`src/rtl/gpio_ahb_mst.sv`:
```
// Two-requester AHB-lite master with round-robin arbitration for single GPIO register accesses.
// Optional DATA-phase timeout abort is enabled by defining GPIO_MST_TIMEOUT_EN.
module gpio_ahb_mst #(
  parameter int tmo_cyc = 16
) (
  input  logic        hclk,
  input  logic        hreset,
  input  logic [1:0]  req_valid,
  output logic [1:0]  req_ready,
  input  logic [1:0]  req_write,
  input  logic [9:0]  req_addr,
  input  logic [63:0] req_wdata,
  output logic [1:0]  rsp_valid,
  output logic [31:0] rsp_rdata,
  output logic        rsp_err,
  output logic [4:0]  haddr,
  output logic [31:0] hwdata,
  input  logic [31:0] hrdata,
  output logic        hwrite,
  output logic [1:0]  htrans,
  output logic [2:0]  hsize,
  output logic [2:0]  hburst,
  output logic        hsel,
  input  logic        hready,
  input  logic [1:0]  hresp
);

  typedef enum logic [1:0] {
    IDLE = 2'd0,
    ADDR = 2'd1,
    DATA = 2'd2,
    RESP = 2'd3
  } state_t;

  state_t      state;
  state_t      state_nx;
  logic        last;
  logic        owner;
  logic        cap_write;
  logic [4:0]  cap_addr;
  logic [31:0] cap_wdata;
  logic [31:0] rdata_q;
  logic        err_q;
  logic [1:0]  grant;
  logic        accept_any;
  logic        accept_idx;
  logic        data_done;
  logic        tmo_hit;

  // A tie goes to the requester that was not served last.
  always_comb begin
    grant = req_valid;
    if (req_valid == 2'b11) begin
      grant = last ? 2'b01 : 2'b10;
    end
  end

  assign req_ready  = (state == IDLE) ? grant : 2'b00;
  assign accept_any = |(req_valid & req_ready);
  assign accept_idx = req_ready[1];
  assign data_done  = (state == DATA) && hready;
  assign hsize      = 3'b010;
  assign hburst     = 3'b000;
  assign rsp_rdata  = rdata_q;
  assign rsp_err    = err_q;

`ifdef GPIO_MST_TIMEOUT_EN
  localparam logic [7:0] tmo_lim = 8'(tmo_cyc);
  logic [7:0] wait_cnt;

  // Counts stalled DATA cycles; a completing hready always wins over the abort.
  always_ff @(posedge hclk) begin
    if (hreset || (state == ADDR)) begin
      wait_cnt <= 8'd0;
    end else if ((state == DATA) && !hready && (wait_cnt != tmo_lim)) begin
      wait_cnt <= wait_cnt + 8'd1;
    end
  end

  assign tmo_hit = (state == DATA) && !hready && (wait_cnt == tmo_lim);
`else
  assign tmo_hit = 1'b0;
`endif

  always_ff @(posedge hclk) begin
    if (hreset) begin
      state <= IDLE;
    end else begin
      state <= state_nx;
    end
  end

  always_comb begin
    state_nx  = state;
    hsel      = 1'b0;
    htrans    = 2'b00;
    haddr     = 5'd0;
    hwrite    = 1'b0;
    hwdata    = 32'd0;
    rsp_valid = 2'b00;
    case (state)
      IDLE: begin
        if (accept_any) begin
          state_nx = ADDR;
        end
      end
      ADDR: begin
        hsel     = 1'b1;
        htrans   = 2'b10;
        haddr    = cap_addr;
        hwrite   = cap_write;
        hwdata   = cap_wdata;
        state_nx = DATA;
      end
      DATA: begin
        hwdata = cap_wdata;
        if (data_done || tmo_hit) begin
          state_nx = RESP;
        end
      end
      RESP: begin
        rsp_valid = owner ? 2'b10 : 2'b01;
        state_nx  = IDLE;
      end
      default: begin
        state_nx = IDLE;
      end
    endcase
  end

  // Request capture on acceptance, response capture at the end of DATA.
  always_ff @(posedge hclk) begin
    if (hreset) begin
      last      <= 1'b1;
      owner     <= 1'b0;
      cap_write <= 1'b0;
      cap_addr  <= 5'd0;
      cap_wdata <= 32'd0;
      rdata_q   <= 32'd0;
      err_q     <= 1'b0;
    end else begin
      if (accept_any) begin
        last      <= accept_idx;
        owner     <= accept_idx;
        cap_write <= accept_idx ? req_write[1] : req_write[0];
        cap_addr  <= accept_idx ? req_addr[9:5] : req_addr[4:0];
        cap_wdata <= accept_idx ? req_wdata[63:32] : req_wdata[31:0];
      end
      if (data_done) begin
        rdata_q <= cap_write ? 32'd0 : hrdata;
        err_q   <= (hresp != 2'b00);
      end else if (tmo_hit) begin
        rdata_q <= 32'd0;
        err_q   <= 1'b1;
      end
    end
  end

  a_rsp_onehot : assert property (@(posedge hclk) disable iff (hreset)
    !(rsp_valid[0] && rsp_valid[1]));
  a_rsp_ready_excl : assert property (@(posedge hclk) disable iff (hreset)
    !((|rsp_valid) && (|req_ready)));
  a_tmo_range : assert property (@(posedge hclk)
    (tmo_cyc >= 1) && (tmo_cyc <= 255));

endmodule

```
`config.mk`:
```
export PLATFORM = sky130hd
export DESIGN_NAME = gpio_ahb_mst
export DESIGN_NICKNAME = d
export VERILOG_FILES = /design/src/rtl/gpio_ahb_mst.sv
export SDC_FILE = /design/constraint.sdc
export NUM_CORES = 1
export LEC_CHECK = 0
export ABC_AREA = 1
export BUFFER_PORTS_ARGS = -buffer_cell sky130_fd_sc_hd__buf_2
export CAP_MARGIN = 20
export CELL_PAD_IN_SITES_DETAIL_PLACEMENT = 1
export CELL_PAD_IN_SITES_GLOBAL_PLACEMENT = 1
export CORE_UTILIZATION = 31
export CTS_BUF_LIST = sky130_fd_sc_hd__clkbuf_8
export DETAILED_ROUTE_END_ITERATION = 6
export GPL_TIMING_DRIVEN = 0
export HOLD_SLACK_MARGIN = 0.08
export PLACE_DENSITY = 0.82
export SLEW_MARGIN = 20
export SYNTH_ARGS = -nofsm -noshare
export SYNTH_HDL_FRONTEND = slang
export SYNTH_SLANG_ARGS = --single-unit
```
`constraint.sdc`:
```
create_clock -name hclk -period 2 [get_ports hclk]
set_clock_uncertainty 0.2 [all_clocks]
set_input_delay 0.4 -clock hclk [delete_from_list [all_inputs] [get_ports hclk]]
set_output_delay 0.4 -clock hclk [all_outputs]
set_load 0.05 [all_outputs]
```
==> impl_metrics.json <==
{
  "power.share.sequential_pct": 23.3,
  "floorplan.die.width_um": 114,
  "p_sw_share_pct": 48.5,
  "num_io_pins": 199,
  "mostFrequentLayoutCells": "162 x buf_2, 140 x nand2_1, 111 x nand3_1",
  "p_comb_share_pct": 63.4,
  "finalNetCount": 947,
  "std_cell_rows": 40,
  "synth-warning-count": 0,
  "grt_pass1_wl_um": 22200,
  "drv_slew": 0,
  "final_min_period_over_clock_period_pct": 107,
  "critical-path-top-cell-by-count": "buf_8",
  "postSynthCellCount": 609,
  "postSynthRegisterBits": 75,
  "chipHeight_um": 114,
  "leakage_nw": 3.27,
  "final_period_minus_worst_setup_slack_ps": 2150,
  "grt_pass1_vias": 4721,
  "crit_path_end_kind": "output pin",
  "p_int_mw": 4.62,
  "seq_area_frac_synth_pct": 38.6,
  "mappedNetlistArea_mm2": 0.00389,
  "cts_sinks": 75,
  "start_util_pct": 32.1,
  "avgViaCountPerCell": 4.60,
  "critical_path.n_buffers_inverters": 4,
  "maxCapViolations": 0,
  "worstPathRequired_ps": 1400,
  "cellPowerDensity_mw_per_mm2": 1480,
  "worstHoldPathType": "in -> reg",
  "tritoncts": "built",
  "total_power_mw": 8.97,
  "detailedPlace.worstSlack_ps": -587,
  "port-buffer-count": 190,
  "clk_pin_slew_worst_paths_ps": 80,
  "crit_path_kind": "reg -> out",
  "root_buffer": "clkbuf_8",
  "timing.critical_path.slowest_cell_delay_ps": 340,
  "worstSetupStartpointType": "register",
  "mostFrequentLayoutCell": "buf_2",
  "htreeDepth": 3,
  "antenna_cells": 0,
  "p_clk_share_pct": 13.3,
  "grt_setup_unrepaired": "true",
  "detailed_place_hpwl_um": 10400,
  "path_delay_family": "buffers and inverters",
  "max_clock_freq_mhz": 466,
  "antenna_found_initial": 0,
  "drive_above_1_share_pct": 38.3,
  "route.detailed.wl_per_inst_um": 14.1,
  "dr.pass1.iters": 4,
  "overflow_left_after_global_routing": 0,
  "fp.dieArea_mm2": 0.0130,
  "cp_data_arrival_time_ps": 1550,
  "dp_cells": 972,
  "unique_cell_type_count_in_the_yosys_netlist": 19,
  "post_cts_hold_buffers": 0,
  "numCtsBuffers": 9,
  "synth.avg_cell_area_um2": 6.39,
  "cpMaxStageDelayCell": "dfxtp_2",
  "dr_total_vias": 4597,
  "post_route_setup_slack_ps": -147,
  "ant_nets": 0,
  "detail_route.drc_violations": 0,
  "flow.area_growth_from_synthesis_pct": 55.4,
  "drt-initial-drc-count": 170,
  "total_switching_power_mw": 4.35,
  "cp_max_fo": 10,
  "instances_no_fill": 999,
  "design.core.area_mm2": 0.0121,
  "status": "finished with violations",
  "finalWeightedCongestion": 0.763,
  "number_of_inserted_filler_cells_in_the_final_layout": 1645,
  "wirelength_um": 14100,
  "setup_viol_count_final": 32,
  "timing.final.hold_violations": 0,
  "largest_net_degree_at_the_start_of_global_routing": 13,
  "grt_usage_pct": 21.6,
  "violations": "setup timing",
  "clkLatencyLatePin_ps": 340,
  "vdd_ir_drop_max_mv": 0.744,
  "crit_chain": "inv_2, ha_4, buf_8, nand2_1, clkinvlp_4, buf_8",
  "clockBufferDepth": 2
}
[layer usage]
| layer | routed length [um] | up-vias | track usage, % | part of all wire [%] |
|---|---|---|---|---|
| met5 | 0 | - | 0 | 0 |
| met4 | 378 | 0 | 9.61 | 2.7 |
| met3 | 446 | 26 | 2.28 | 3.2 |
| met2 | 7450 | 113 | 40.9 | 53 |
| met1 | 5840 | 2176 | 24.3 | 41 |
| li1 | - | 2282 | - | - |
[synthesized netlist by cell type]
library cell	n	area share, %
o21ai_0	28	3.6
inv_2	2	0.19
buf_6	2	0.58
o21ai_1	11	1.4
nand2_2	1	0.16
clkbuf_1	12	1.2
nor3_1	1	0.13
buf_2	17	2.2
a21oi_1	35	4.5
clkbuf_2	1	0.13
dfxtp_1	75	39
buf_4	17	3.3
nand2_1	157	15
nor2_1	7	0.68
conb_1	2	0.19
nand3_1	111	14
ha_1	5	1.6
nand3b_1	1	0.19
inv_1	124	12
[path summary, 6_finish.rpt]
path | from | end | slack [ps] | cells past startpoint
hold / removal | hresp[0] | rsp_err | 100 | 3
setup reg to reg | state[0] | cap_wdata[29] | 200 | 10
setup / recovery | state[0] | hwdata[11] | -150 | 6
hold reg to reg | rsp_rdata[31] | rsp_rdata[31] | 270 | 2
[per-stage QoR]
| step | util [%] | hold slack [ps] | TNS (ps) | cell area, um^2 |
|---|---|---|---|---|
| detailed placement | 42.8 | 256 | -14120 | 5180 |
| global placement | 42.8 | 251 | -11870 | 5180 |
| CTS | 48.2 | 94.4 | -5100 | 5840 |
| finish | 49.9 | 101 | -3990 | 6050 |
| floorplan | - | 250 | -805 | 4020 |
| global route | 49.9 | 102 | -6400 | 6050 |
[layout make-up]
| cell class | count | area (um^2) | share of cell area [%] |
|---|---|---|---|
| Inverter | 126 | 593 | 9.81 |
| Buffer | 48 | 332 | 5.48 |
| Timing Repair Buffer | 203 | 1440 | 23.8 |
| Sequential cell | 75 | 1500 | 24.9 |
| Multi-Input combinational cell | 364 | 1770 | 29.3 |
| Clock inverter | 4 | 50.0 | 0.828 |
| Clock buffer | 11 | 151 | 2.50 |
| Tap cell | 168 | 210 | 3.48 |
[tightest hold or removal path: cells and delay by family]
family	cells	cell delay (ps)
and+or+nand+nor	2	130
buffers and inverters	1	80
[power groups by stage]
stage                     Clock, mW  Sequential (mW)  Combinational, mW
after detailed placement          0             2.09               4.38
after CTS                      1.23             2.07               5.29
after floorplan                   0             2.26               3.09
after global placement            0             2.07               4.25
final                          1.20             2.09               5.68
after global routing           1.31             2.14               6.10
[logic make-up after synthesis]
group,share of synthesized area [%]
buffers and inverters,19.5
adder cells (fa/ha/maj),1.61
flip-flops,38.6
other,0.193
AND/OR/NAND/NOR,30.6
AO/OA/AOI/OAI,9.52
[sequential cells by signal (all words and copies together), names as in the netlist]
name,flops
rsp_rdata,32
owner,1
cap_write,1
cap_addr,5
state,2
last,1
cap_wdata,32
rsp_err,1
[what timing repair did]
action                                  CTS  global route
gates cloned                              0             1
buffers inserted                          9             3
gates resized for setup                 123            47
pin swaps                                 2             2
endpoints found under the setup margin   42            41
Power figures use the tool's default switching activity.
